--- src/rtl/_rr_arbiter_if.sv ---
// Requester/sink bundle for the round-robin arbiter: per-requester req/lock/data
// in, one-hot grant back, and the registered output channel with its handshake.
interface _rr_arbiter_if #(
    parameter int n = 4,
    parameter int w = 16
);
    localparam int s = (n > 1) ? $clog2(n) : 1;

    logic [n-1:0]        req;
    logic [n-1:0]        lock;
    logic [n-1:0][w-1:0] in;
    logic [n-1:0]        gnt;
    logic                out_valid;
    logic                out_ready;
    logic [w-1:0]        out;
    logic [s-1:0]        out_sel;

    // Sources and the sink live on the master side; the arbiter is the slave.
    modport master (
        output req, lock, in, out_ready,
        input  gnt, out_valid, out, out_sel
    );

    modport slave (
        input  req, lock, in, out_ready,
        output gnt, out_valid, out, out_sel
    );
endinterface

--- src/rtl/_rr_arbiter.sv ---
// Round-robin arbiter with optional burst locking, feeding one registered
// output word (valid/ready) from the granted requester.
module _rr_arbiter #(
    parameter int n         = 4,
    parameter int w         = 16,
    parameter int max_burst = 4
) (
    input logic            clk,
    input logic            rst,
    _rr_arbiter_if.slave   bus
);
    localparam int s  = (n > 1) ? $clog2(n) : 1;
    localparam int bw = $clog2(max_burst) + 1;
    localparam logic [s-1:0] PTR_RST = s'(n - 1);

    logic [s-1:0]  ptr_q, ptr_d;
    logic [bw-1:0] bcnt_q, bcnt_d;
    logic [w-1:0]  out_q, out_d;
    logic [s-1:0]  sel_q, sel_d;
    logic          vld_q, vld_d;

    logic          can_load;
    logic          hit;
    logic          take;
    logic [s-1:0]  gidx;
    logic [bw-1:0] bcnt_nxt;
    logic [n-1:0]  gnt;
    int            j;

    always_comb begin
        can_load = !vld_q || bus.out_ready;
        hit      = 1'b0;
        gidx     = ptr_q;
        bcnt_nxt = '0;
        j        = 0;

        // A locked holder keeps the channel until its burst allowance runs out.
        if (bus.req[ptr_q] && bus.lock[ptr_q] && (int'(bcnt_q) < max_burst - 1)) begin
            hit      = 1'b1;
            bcnt_nxt = bcnt_q + 1'b1;
        end else begin
            for (int i = 1; i <= n; i++) begin
                j = (int'(ptr_q) + i) % n;
                if (!hit && bus.req[j]) begin
                    hit  = 1'b1;
                    gidx = j[s-1:0];
                end
            end
        end

        take = hit && can_load && !rst;
        gnt  = '0;
        if (take) gnt[gidx] = 1'b1;

        ptr_d  = ptr_q;
        bcnt_d = bcnt_q;
        out_d  = out_q;
        sel_d  = sel_q;
        vld_d  = vld_q;
        if (take) begin
            out_d  = bus.in[gidx];
            sel_d  = gidx;
            vld_d  = 1'b1;
            ptr_d  = gidx;
            bcnt_d = bcnt_nxt;
        end else if (bus.out_ready) begin
            vld_d  = 1'b0;
        end
    end

    always_ff @(posedge clk) begin
        if (rst) begin
            ptr_q  <= PTR_RST;
            bcnt_q <= '0;
            out_q  <= '0;
            sel_q  <= '0;
            vld_q  <= 1'b0;
        end else begin
            ptr_q  <= ptr_d;
            bcnt_q <= bcnt_d;
            out_q  <= out_d;
            sel_q  <= sel_d;
            vld_q  <= vld_d;
        end
    end

    assign bus.gnt       = gnt;
    assign bus.out       = out_q;
    assign bus.out_sel   = sel_q;
    assign bus.out_valid = vld_q;
endmodule

--- src/flat_wrapper.sv ---
// flat-port wrapper written by rule: the top's interface ports become plain ports
module _rr_arbiter_flat 
#(
    parameter int n         = 4,
    parameter int w         = 16,
    parameter int max_burst = 4
)
  (clk, rst, bus_req, bus_lock, bus_in, bus_out_ready, bus_gnt, bus_out_valid, bus_out, bus_out_sel);
  _rr_arbiter_if #(.n(n), .w(w)) bus_i ();
  input logic clk;
  input logic rst;
  input wire logic [$bits(bus_i.req)-1:0] bus_req;
  input wire logic [$bits(bus_i.lock)-1:0] bus_lock;
  input wire logic [$bits(bus_i.in)-1:0] bus_in;
  input wire logic [$bits(bus_i.out_ready)-1:0] bus_out_ready;
  output wire logic [$bits(bus_i.gnt)-1:0] bus_gnt;
  output wire logic [$bits(bus_i.out_valid)-1:0] bus_out_valid;
  output wire logic [$bits(bus_i.out)-1:0] bus_out;
  output wire logic [$bits(bus_i.out_sel)-1:0] bus_out_sel;
  assign bus_i.req = bus_req;
  assign bus_i.lock = bus_lock;
  assign bus_i.in = bus_in;
  assign bus_i.out_ready = bus_out_ready;
  assign bus_gnt = bus_i.gnt;
  assign bus_out_valid = bus_i.out_valid;
  assign bus_out = bus_i.out;
  assign bus_out_sel = bus_i.out_sel;
  _rr_arbiter #(.n(n), .w(w), .max_burst(max_burst)) u_core (.clk(clk), .rst(rst), .bus(bus_i));
endmodule
--- config.mk ---
export PLATFORM = sky130hd
export DESIGN_NAME = _rr_arbiter_flat
export DESIGN_NICKNAME = d
export VERILOG_FILES = /design/src/rtl/_rr_arbiter_if.sv /design/src/rtl/_rr_arbiter.sv /design/src/flat_wrapper.sv
export SDC_FILE = /design/constraint.sdc
export NUM_CORES = 1
export LEC_CHECK = 0
export ABC_AREA = 0
export CAP_MARGIN = 0
export CELL_PAD_IN_SITES_DETAIL_PLACEMENT = 1
export CELL_PAD_IN_SITES_GLOBAL_PLACEMENT = 2
export CORE_ASPECT_RATIO = 1.75
export CORE_UTILIZATION = 36
export DETAILED_ROUTE_END_ITERATION = 10
export DONT_BUFFER_PORTS = 1
export GPL_TIMING_DRIVEN = 0
export PLACE_DENSITY = 0.84
export SYNTH_ARGS = -nofsm -noshare
export SYNTH_HDL_FRONTEND = slang
export SYNTH_SLANG_ARGS = --single-unit
--- constraint.sdc ---
create_clock -name clk -period 4.3 [get_ports clk]
set_clock_uncertainty 0.1 [all_clocks]
set_input_delay 0.43 -clock clk [delete_from_list [all_inputs] [get_ports clk]]
set_output_delay 0.43 -clock clk [all_outputs]
set_load 0.01 [all_outputs]
Word level (Yosys, flattened, before mapping)

Index checks and enable logic that the tools add are counted.

Bits in registers: 24
Output and inout port bits: 23
Word-level logic and storage cells: 78

Add/subtract/negate cells: 5
Order comparisons: 8
Muxes and demuxes: 37
Bitwise gates (word level): 4
Reduce and logical (&&, ||, !) cells: 19

Operators by type and width:

| operator                                                          | count |
|---|---|
| binary-select mux 16 bit (select 2 bit)                           | 1 |
| two-way mux 1 bit                                                 | 21 |
| < comparator 3 x 4 -> 1 bit, second input constant                | 4 |
| two-way mux 16 bit                                                | 1 |
| binary-select mux 1 bit (select 2 bit)                            | 6 |
| two-way mux 2 bit                                                 | 5 |
| logical AND 1 bit                                                 | 8 |
| OR reduction 2 bit                                                | 4 |
| < comparator 2 x 3 -> 1 bit, second input constant                | 2 |
| zero test 1 bit                                                   | 5 |
| adder 2 x 1 -> 2 bit, second input constant                       | 2 |
| adder 2 bit, second input constant                                | 2 |
| bitwise AND 1 bit, first input constant                           | 4 |
| two-way mux 4 bit                                                 | 1 |
| adder 3 x 1 -> 3 bit, second input constant                       | 1 |
| < comparator 3 x 2 -> 1 bit, second input constant                | 1 |
| two-way mux 3 bit                                                 | 1 |
| demux 1 bit (select 2 bit)                                        | 1 |
| greater-or-equal comparator 2 x 1 -> 1 bit, second input constant | 1 |
| nonzero test 2 bit                                                | 1 |
| logical OR 1 bit                                                  | 1 |

Longest topological paths before layout

Gate-level depths: netlist of the first run.

Depth after elaboration: 25
Gate-level depth with buffers: 10

Least setup slack after synthesis of the first run

OpenSTA, ideal clock, no wires.

Path kind: flip-flop to output port
Start point: register u_core.ptr_q[0]
End point: output port bus_gnt[0]
Arrival time: 2.040 ns
Slack: 1.730 ns
Stages on the path, launching flop included: 10
Buffers on the path: 2
Path through: dfxtp_1 > buf_6 > mux2_4 > and3_4 > o22ai_2 > o2111ai_4 > xor2_4 > buf_6 > inv_1 > nor2_1

Cells in the longest elaborated chain, start to end: 23

Ends and longest elaborated chain:

| item                                                                                                            | line               | RTL |
|---|---|---|
| start: declaration                                                                                              | _rr_arbiter.sv:16  | `logic [s-1:0] ptr_q, ptr_d;` |
| start signal: assignment                                                                                        | _rr_arbiter.sv:79  | `ptr_q <= ptr_d;` |
| adder 2 x 1 -> 2 bit                                                                                            | _rr_arbiter.sv:43  | `j = (int'(ptr_q) + i) % n;` |
| binary-select mux 1 bit (select 2 bit)                                                                          | _rr_arbiter.sv:44  | `if (!hit && bus.req[j]) begin` |
| two-way mux 1 bit (not written as such) (2 in series)                                                           | _rr_arbiter.sv:44  |  |
| two-way mux 1 bit                                                                                               | _rr_arbiter.sv:44  |  |
| two-way mux 1 bit                                                                                               | _rr_arbiter.sv:38  | `if (bus.req[ptr_q] && bus.lock[ptr_q] && (int'(bcnt_q) < max_burst - 1)) begin` |
| zero test 1 bit                                                                                                 | _rr_arbiter.sv:44  |  |
| logical AND 1 bit                                                                                               | _rr_arbiter.sv:44  |  |
| two-way mux 1 bit                                                                                               | _rr_arbiter.sv:44  |  |
| (+6 left out)                                                                                                   | -                  |  |
| logical AND 1 bit                                                                                               | _rr_arbiter.sv:44  |  |
| two-way mux 2 bit                                                                                               | _rr_arbiter.sv:44  |  |
| two-way mux 2 bit                                                                                               | _rr_arbiter.sv:38  |  |
| < comparator 2 x 3 -> 1 bit (not written as such) or greater-or-equal comparator 2 x 1 -> 1 bit (tied branches) | _rr_arbiter.sv:53  | `if (take) gnt[gidx] = 1'b1;` |
| logical AND 1 bit (not written as such)                                                                         | _rr_arbiter.sv:53  |  |
| two-way mux 1 bit (not written as such)                                                                         | _rr_arbiter.sv:53  |  |
| demux 1 bit (select 2 bit)                                                                                      | -                  |  |
| two-way mux 4 bit *                                                                                             | _rr_arbiter.sv:53  |  |
| end: declaration                                                                                                | flat_wrapper.sv:16 | `output wire logic [$bits(bus_i.gnt)-1:0] bus_gnt;` |

Every way passes the cells marked *; elsewhere a longest branch is shown, timed or not. The select of a mux whose other input is x is not followed.

Worst setup path after layout of the first run

Start point: register u_core.ptr_q[0]
End point: output port bus_gnt[1]

Same word-level chain as after synthesis.

==> out/results.ini, run 1 <==
[route]
vias_per_cell = 6.21
routedWlPerCell_microns = 19.4
drt_pre_antenna_iters = 4
wl_microns = 4450
wl_met2_microns = 2480
vias = 1421
wl_met1_microns = 1680
topRoutingLayerUsed = met4
drtIter0Drc = 13
drc = 0
wl_met3_microns = 194
drtAntennaViolNets = 0

[cells_and_area]
post-route-util_pct = 39.9
final_cells = 229
syn_to_final_growth_pct = 7.33
drive_gt1_share_pct = 16.3
antenna_cells = 0
fin_area_sq_mm = 0.00174
nFillCells = 529
nets = 255

[synthesis]
synthSimpleGateAreaFrac_pct = 17.2
synth_cell_type_count = 43
async_flop_share_pct = 0
synth_most_common_cell = mux2i_1
ys.flop_type = dfxtp_1
yosys_warnings = 0
synth_compound_area_share_pct = 20.4
synth_top_area_share_pct = 29.6
syn_area_per_cell_sq_um = 9.32
synth_cells = 174
synth_xor_area_share_pct = 1.70
synthAdderAreaFrac_pct = 0.772
synth_fp_nets = 250
synth_area_leaders = dfxtp_1 30%, mux2i_1 21%, o221ai_1 8.6%
synth_area_sq_mm = 0.00162
yosysSeqAreaShare_pct = 29.6
ys_ff_latch = 24
synth.largest_area_cell = dfxtp_1
synth.area.mux_share_pct = 23.3
synth_top_family_by_area = multiplexers
synth_edf_count = 0
synth_commonest_cells = 34 x mux2i_1, 24 x dfxtp_1, 21 x nand2_1, 16 x o221ai_1, 13 x nor2_1

[floorplanning]
fp.dieW_microns = 52.7
io_pins = 98
die-area_sq_mm = 0.00479
fp.dieH_microns = 90.8
fp-row-count = 32
coreArea_sq_mm = 0.00436
initial_utilization_pct = 37.2

[sta]
hold_violations = 0
tightest_slew_ps = 1000
fin_ws_ps = 1200
worst_hold_slack_ps = 288
rsz0062_at_grt = false
maxSlewViolCount = 0
fin_tns_setup_ps = 0
slew_headroom_pct = 32.5
clock.fmax_ghz = 0.323
period_share_pct = 72.1
fin_crit_ps = 3100
setup_violations = 0

[power_and_ir_drop]
p_switching_mw = 0.427
pwr-share-comb_pct = 51.2
total_power_mw = 1.05
p_int_mw = 0.627
irDropWorstVdd_mv = 0.273
swShare_pct = 40.5
leakagePower_nw = 0.716
pwr-share-clk_pct = 14.6
pwr-share-seq_pct = 34.2
power.density_mw_per_mm2 = 606

[clock_network]
ctsRootBufferMaster = clkbuf_8
cts_hold_buffers = 0
clock_latency_ps = 270
clkSinkCount = 24
cts_inserted_buffers = 3
clk_pin_slew_ps = 80
cts_setup_buffers = 0
cts_tree = yes
clock_path_buffers = 2
cts_resized = 0
cts_max_level = 1

[place]
gp_congestion = 0.826
dp.final_hpwl_microns = 3500
place_inst = 225
place_ws_ps = 1420
port_buffers = 0
place_area_sq_mm = 0.00169

[setup_path]
critPathArrivalTime_ps = 2570
end_kind = output port
r2r_slack_ps = 1650
path_class = register to output port
rr_worst_depth = 9
crit_fanout = 10
start_kind = register
crit_required_ps = 3770
timing.rr.end = u_core.bus.out[2]
r2r_start = u_core.ptr_q[0]

[grt]
antenna_found_initial = 0
grt_usage_pct = 18.5
grt_overflow_total = 0
grt_max_degree = 14
grt_pass1_vias = 1429
grt_pass1_wl_microns = 6690

[worst_hold_path]
min_path_type = input pin to register
hold_path_end = u_core.bus.out[9]
worstHoldStart = bus_in[25]
hold_depth = 2

[outcome]
status = finished clean

[flow_run]
cap_violations = 0

-- cell type report --
cell class	instances	area, sq um	share of cell area, %
Sequential cell	24	480	27.6
Buffer	15	110	6.33
Inverter	1	3.75	0.216
Tap cell	51	63.8	3.67
Multi-Input combinational cell	134	1030	59.0
Clock buffer	4	55.1	3.16
-- cells by family (layout without fill, tap and decap cells) --
family | after synthesis | count (layout)
and+or+nand+nor | 55 | 55
adders and majority gates | 1 | 1
xor gates and xnor gates | 1 | 1
DFF | 24 | 24
buffers and inverters | 16 | 20
muxes | 37 | 37
AOI/OAI and AO/OA | 40 | 40
-- cell usage in the layout, fill, tap and decap left out, types with 3 or more instances in the layout --
cell type  count
a21oi_1        5
buf_2          7
mux2i_1       34
nand2_1       21
nand2b_1       6
dfxtp_1       24
buf_6          6
nor3_1         3
clkbuf_8       4
o21ai_0        4
o221ai_1      16
nor2_1        13
-- routing by layer --
| layer | up-vias | GRT usage (%) |
|---|---|---|
| li1 | 659 | - |
| met5 | - | 0 |
| met1 | 699 | 19.1 |
| met4 | 0 | 8.11 |
| met2 | 56 | 34.7 |
| met3 | 7 | 2.02 |
-- worst max-delay path by stage --
stage               slack (ps)       startpoint          to
floorplan                 1730  u_core.ptr_q[0]  bus_gnt[0]
global route               980  u_core.ptr_q[0]  bus_gnt[1]
CTS                       1200  u_core.ptr_q[0]  bus_gnt[0]
finish                    1200  u_core.ptr_q[0]  bus_gnt[1]
detailed placement        1420       bus_req[3]  bus_gnt[0]
global placement          1450       bus_req[3]  bus_gnt[1]
-- state kept, by name, summed over array words and instances, names as in the netlist --
register,count
u_core.bus.out,16
u_core.bcnt_q,3
u_core.bus.out_sel,2
u_core.ptr_q,2
u_core.bus.out_valid,1
-- critical path: stages (launching register included) --
cell,delay (ps)
dfxtp_1,330
buf_6,140
mux2_4,300
and3_4,170
nor4_1,260
o21ai_0,140
o311ai_1,130
nand2_1,320
buf_2,290
nor2_1,210
-- power by group through the flow --
stage	sequential [mW]	combinational, mW	clock [mW]
2_1_floorplan	0.352	0.457	0
3_3_place_gp	0.365	0.519	0
3_5_place_dp	0.367	0.545	0
4_1_cts	0.362	0.546	0.160
5_1_grt	0.368	0.583	0.168
6_report	0.361	0.540	0.154
(Power assumes the default switching activity.)
==> run 2, diff against run 1 <==
--- a/config.mk
+++ b/config.mk
@@ -10,11 +10,11 @@
 export CELL_PAD_IN_SITES_DETAIL_PLACEMENT = 1
 export CELL_PAD_IN_SITES_GLOBAL_PLACEMENT = 2
 export CORE_ASPECT_RATIO = 1.75
-export CORE_UTILIZATION = 36
+export CORE_UTILIZATION = 34
 export DETAILED_ROUTE_END_ITERATION = 10
 export DONT_BUFFER_PORTS = 1
 export GPL_TIMING_DRIVEN = 0
-export PLACE_DENSITY = 0.84
+export PLACE_DENSITY = 0.8
 export SYNTH_ARGS = -nofsm -noshare
 export SYNTH_HDL_FRONTEND = slang
 export SYNTH_SLANG_ARGS = --single-unit
==> constraint.sdc (replaced) <==
create_clock -name clk -period 3.2 [get_ports clk]
set_clock_uncertainty 0.1 [all_clocks]
set_input_delay 0.32 -clock clk [delete_from_list [all_inputs] [get_ports clk]]
set_output_delay 0.32 -clock clk [all_outputs]
set_load 0.01 [all_outputs]
==> run 2 against run 1 <==
  * Clock power increased by 36%
  * Non-clock buffer count stayed put
  * Flip-flop and latch count unchanged
  * Sequential share of layout area about the same
  * Count of clock-buffer cells in the layout unchanged
  * Cell count unchanged
  * Core utilization is 1.0 points lower
  * Critical path depth unchanged
  * Critical endpoint is now bus_gnt[0]
==> out/results.ini, run 2 (synthesized netlist as in run 1, its figures left out) <==
[floorplanning]
fp-row-count = 32  ; unchanged
io_pins = 98  ; unchanged
fp.dieW_microns = 54.2  ; was 52.7 microns
die-area_sq_mm = 0.00506  ; was 0.00479 sq mm
fp.dieH_microns = 93.4  ; was 90.8 microns
initial_utilization_pct = 36.2  ; was 37.2%
coreArea_sq_mm = 0.00448  ; was 0.00436 sq mm

[cells_and_area]
drive_gt1_share_pct = 16.9  ; was 16.3%
fin_area_sq_mm = 0.00174  ; about the same
seq_area_sq_um = 480  ; unchanged
layout_commonest_cell = mux2i_1  ; unchanged
nFillCells = 527  ; was 529
nets = 255  ; unchanged
multi_input_area_sq_mm = 0.00103  ; about the same
syn_to_final_growth_pct = 7.48  ; was 7.33%
largest_reg_flops = 16  ; unchanged
antenna_cells = 0  ; unchanged
final_cell_mix = 34 x mux2i_1, 24 x dfxtp_1, 20 x nand2_1  ; was 34 x mux2i_1, 24 x dfxtp_1, 21 x nand2_1

[setup_path]
r2r_start = u_core.ptr_q[0]  ; unchanged
crit_required_ps = 2780  ; was 3770 ps
critPathSlowestCell = xor2_4  ; was dfxtp_1
critPathArrivalTime_ps = 2570  ; about the same
crit_fanout = 10  ; unchanged
start_kind = register  ; unchanged
crit_path_max_incr_delay_ps = 410  ; was 330 ps
end_kind = output port  ; unchanged
cp_cell_sequence = buf_6, mux2_4, and3_4, o22ai_2, o2111ai_4, xor2_4, buf_6, inv_1, nor2_1  ; was buf_6, mux2_4, and3_4, nor4_1, o21ai_0, o311ai_1, nand2_1, buf_2, nor2_1
timing.rr.end = u_core.bus.out[5]  ; was u_core.bus.out[2]
rr_worst_depth = 9  ; unchanged
r2r_slack_ps = 560  ; was 1650 ps
path_class = register to output port  ; unchanged
crit_top_cell = buf_6

[worst_hold_path]
hold_depth = 2  ; unchanged
min_path_type = input pin to register  ; unchanged
worstHoldStart = bus_in[24]  ; was bus_in[25]
hold_path_end = u_core.bus.out[8]  ; was u_core.bus.out[9]

[place]
dp.final_hpwl_microns = 3660  ; was 3500 microns
gp_congestion = 0.755  ; was 0.826
place_area_sq_mm = 0.00169  ; unchanged
port_buffers = 0  ; unchanged
place_ws_ps = 471  ; was 1420 ps

[sta]
hold_violations = 0  ; unchanged
clock.fmax_ghz = 0.334
slew_headroom_pct = 32.4  ; was 32.5%
fin_ws_ps = 207  ; was 1200 ps
setup_violations = 0  ; unchanged
rsz0062_at_grt = false  ; unchanged
worst_hold_slack_ps = 172  ; was 288 ps
fin_tns_setup_ps = 0  ; unchanged
fin_crit_ps = 2990
period_share_pct = 93.5
tightest_slew_ps = 1000  ; about the same
maxSlewViolCount = 0  ; unchanged

[route]
vias_per_cell = 6.24  ; was 6.21
vias = 1429  ; was 1421
routedWlPerCell_microns = 20.2  ; was 19.4 microns
drtAntennaViolNets = 0  ; unchanged
drc = 0  ; unchanged
drt_pre_antenna_iters = 4  ; unchanged
wl_microns = 4630  ; was 4450 microns
drtIter0Drc = 11  ; was 13

[grt]
gr-max-usage-layer = met2  ; unchanged
grt_usage_pct = 17.9  ; was 18.5%
grt.met2_usage_pct = 35.4  ; was 34.7%
grt_overflow_total = 0  ; unchanged
grt_pass1_wl_microns = 6840  ; was 6690 microns
grt_use_met3_pct = 2.60  ; was 2.02%
antenna_found_initial = 0  ; unchanged
grt_max_degree = 14  ; unchanged
met1_usage_pct = 17.7  ; was 19.1%
grt_pass1_vias = 1443  ; was 1429

[power_and_ir_drop]
total_power_mw = 1.43  ; was 1.05 mW
power.density_mw_per_mm2 = 819  ; was 606 mW/mm^2
irDropWorstVdd_mv = 0.490  ; was 0.273 mV
leakagePower_nw = 0.716  ; about the same

[clock_network]
clk_pin_slew_ps = 90  ; was 80 ps
ctsRootBufferMaster = clkbuf_8  ; unchanged
clock_latency_ps = 270  ; about the same
cts_resized = 0  ; unchanged
clock_path_buffers = 2  ; unchanged
cts_tree = yes  ; unchanged
cts_max_level = 1  ; unchanged
clkSinkCount = 24  ; unchanged
cts_setup_buffers = 0  ; unchanged
cts_inserted_buffers = 3  ; unchanged
cts_hold_buffers = 0  ; unchanged

[flow_run]
cap_violations = 0  ; unchanged

[outcome]
status = finished clean  ; unchanged

run 2: area by class of cell:
| cell class | instances | area share, % |
|---|---|---|
| tap | 51 | 3.66 |
| clock buffer | 4 | 3.16 |
| buffer | 15 | 6.32 |
| inverter | 1 | 0.215 |
| sequential | 24 | 27.6 |
| multi-input combinational | 134 | 59.1 |
run 2: report_power, final:
part           leakage (nW)  switching (mW)  internal, mW
sequential            0.199          0.0996         0.387
combinational         0.489           0.384         0.346
clock                0.0288           0.100         0.110
total                 0.716           0.584         0.843
run 2: worst max path at each step:
stage,end,cells past startpoint,from,slack (ps)
after floorplan,bus_gnt[0],9,u_core.ptr_q[0],740
after global placement,bus_gnt[1],9,u_core.ptr_q[0],520
after detailed placement,bus_gnt[0],9,u_core.ptr_q[0],470
after CTS,bus_gnt[0],9,u_core.ptr_q[0],150
after global routing,bus_gnt[2],9,u_core.ptr_q[0],60
final,bus_gnt[0],9,u_core.ptr_q[0],210
run 2: critical path, delay by kind of cell (launching register included):
kind,cells,cell delay [ps]
multiplexers,1,300
XOR/XNOR,1,410
AND/OR/NAND/NOR,2,370
flip-flops,1,340
buffers and inverters,3,440
AO/OA/AOI/OAI,2,430
run 2: metal layers:
layer / part of all wire, % / vias up
li1: - / 656
met1: 36 / 700
met2: 57 / 66
met3: 5.8 / 7
met4: 0.99 / 0
met5: 0 / -
run 2: per-stage QoR:
step / instances / util (%)
after CTS: 229 / 38.8
final: 229 / 38.9
after global routing: 229 / 38.9
after floorplan: 174 / -
after detailed placement: 225 / 37.6
after global placement: 225 / 37.6
==> run 3, diff against run 2 <==
--- a/config.mk
+++ b/config.mk
@@ -10,6 +10,7 @@
 export CELL_PAD_IN_SITES_DETAIL_PLACEMENT = 1
 export CELL_PAD_IN_SITES_GLOBAL_PLACEMENT = 2
 export CORE_ASPECT_RATIO = 1.75
+export CORE_MARGIN = 4
 export CORE_UTILIZATION = 34
 export DETAILED_ROUTE_END_ITERATION = 10
 export DONT_BUFFER_PORTS = 1
==> run 3 against run 2 <==
  * Global-route usage fell by 2.7 points
  * First-iteration DRC count rose to 2.9 times the previous value
  * Die area is 18% higher
  * Design area about the same
  * Routed wire length increased by 2.2%
  * Flip-flop and latch count did not move
  * Worst hold slack better by 5.0 ps
  * Via count is 2.8% lower
  * Sequential power is 1% higher
  * Sequential share of layout area barely moved
  * Non-clock buffer count is the same
  * Core utilization fell by 1.5 points
  * Critical path type unchanged
  * Largest power group unchanged
==> out/results.ini, run 3 (synthesized netlist as in run 1, its figures left out) <==
[cells_and_area]
largest_reg_flops = 16  ; unchanged
final_cell_mix = 34 x mux2i_1, 24 x dfxtp_1, 20 x nand2_1  ; unchanged
drive_gt1_share_pct = 16.9  ; unchanged
post-route-util_pct = 37.4  ; was 38.9%
antenna_cells = 0  ; unchanged
layout_commonest_cell = mux2i_1  ; unchanged
nFillCells = 555  ; was 527
nets = 255  ; unchanged
fin_area_sq_mm = 0.00174  ; about the same
syn_to_final_growth_pct = 7.56  ; was 7.48%
final_cells = 230  ; was 229

[place]
gp_congestion = 0.810  ; was 0.755
port_buffers = 0  ; unchanged
place_area_sq_mm = 0.00169  ; about the same
place_inst = 226  ; was 225
dp.final_hpwl_microns = 3870  ; was 3660 microns

[floorplanning]
io_pins = 98  ; unchanged
initial_utilization_pct = 34.8  ; was 36.2%
die-area_sq_mm = 0.00598  ; was 0.00506 sq mm
coreArea_sq_mm = 0.00467  ; was 0.00448 sq mm
fp-row-count = 33  ; was 32
fp.dieH_microns = 99.4  ; was 93.4 microns
fp.dieW_microns = 60.2  ; was 54.2 microns

[grt]
grt_pass1_vias = 1487  ; was 1443
gr-max-usage-layer = met2  ; unchanged
grt_pass1_wl_microns = 7080  ; was 6840 microns
grt_use_met3_pct = 1.04  ; was 2.60%
grt_max_degree = 14  ; unchanged
antenna_found_initial = 0  ; unchanged
grt_overflow_total = 0  ; unchanged
grt_usage_pct = 15.1  ; was 17.9%
met1_usage_pct = 15.0  ; was 17.7%
grt.met2_usage_pct = 30.2  ; was 35.4%

[route]
drt_pre_antenna_iters = 4  ; unchanged
drtAntennaViolNets = 0  ; unchanged
wl_microns = 4730  ; was 4630 microns
vias = 1389  ; was 1429
vias_per_cell = 6.04  ; was 6.24
routedWlPerCell_microns = 20.6  ; was 20.2 microns
drtIter0Drc = 32  ; was 11
drc = 0  ; unchanged

[sta]
tightest_slew_ps = 995  ; was 1000 ps
setup_violations = 0  ; unchanged
rsz0062_at_grt = false  ; unchanged
hold_violations = 0  ; unchanged
clock.fmax_ghz = 0.333  ; was 0.334 GHz
maxSlewViolCount = 0  ; unchanged
fin_tns_setup_ps = 0  ; unchanged
period_share_pct = 93.7  ; was 93.5%
slew_headroom_pct = 32.8  ; was 32.4%
fin_crit_ps = 3000  ; was 2990 ps

[clock_network]
cts_resized = 0  ; unchanged
clock_latency_ps = 260  ; was 270 ps
cts_setup_buffers = 0  ; unchanged
clkSinkCount = 24  ; unchanged
clock_path_buffers = 2  ; unchanged
ctsRootBufferMaster = clkbuf_8  ; unchanged
clk_pin_slew_ps = 80  ; was 90 ps
cts_hold_buffers = 0  ; unchanged
cts_tree = yes  ; unchanged
cts_inserted_buffers = 3  ; unchanged
cts_max_level = 1  ; unchanged

[setup_path]
end_kind = output port  ; unchanged
path_class = register to output port  ; unchanged
critPathArrivalTime_ps = 2580  ; was 2570 ps
crit_required_ps = 2780  ; about the same
start_kind = register  ; unchanged
crit_fanout = 10  ; unchanged

[worst_hold_path]
min_path_type = input pin to register  ; unchanged

[outcome]
status = finished clean  ; unchanged

[power_and_ir_drop]
leakagePower_nw = 0.716  ; unchanged
irDropWorstVdd_mv = 0.495  ; was 0.490 mV
power.density_mw_per_mm2 = 815  ; was 819 mW/mm^2

[flow_run]
cap_violations = 0  ; unchanged

run 3: worst paths after layout:
| kind | start | end | slack, ps | cells after the start |
|---|---|---|---|---|
| worst max-delay path | u_core.ptr_q[0] | bus_gnt[0] | 200 | 9 |
| worst min register to register | u_core.bcnt_q[2] | u_core.bcnt_q[2] | 400 | 1 |
| worst max register to register | u_core.ptr_q[0] | u_core.bus.out[1] | 550 | 9 |
| worst min-delay path | bus_in[20] | u_core.bus.out[4] | 180 | 2 |
run 3: critical path, stage by stage, from the launching register on:
cell and delay [ps]:
dfxtp_1 340, buf_6 140, mux2_4 300, and3_4 180, o22ai_2 230, o2111ai_4 190
xor2_4 430, buf_6 230, inv_1 60, nor2_1 210
run 3: final cells by class:
cell class | instances | area (sq um) | share of cell area (%)
buffer | 15 | 110 | 6.31
clock buffer | 4 | 55.1 | 3.16
inverter | 1 | 3.75 | 0.215
multi-input combinational | 134 | 1030 | 59.0
sequential | 24 | 480 | 27.5
tap | 52 | 65.1 | 3.73
run 3: per-stage QoR:
step	power [mW]	hold WS, ps	setup slack (ps)
2_1_floorplan	1.09	350	740
3_3_place_gp	1.20	366	447
3_5_place_dp	1.24	380	419
4_1_cts	1.45	172	93.4
5_1_grt	1.52	191	69.6
6_report	1.42	177	201
run 3: power by group:
part	internal, mW	leakage, nW	switching, mW
clock	0.110	0.0288	0.0944
sequential	0.387	0.199	0.105
combinational	0.346	0.489	0.380
run 3: per-layer routing:
| layer | share of wire (%) | up-vias |
|---|---|---|
| met4 | 1.5 | 0 |
| met1 | 36 | 678 |
| met3 | 5.2 | 6 |
| met2 | 57 | 47 |
| li1 | - | 658 |
| met5 | 0 | - |
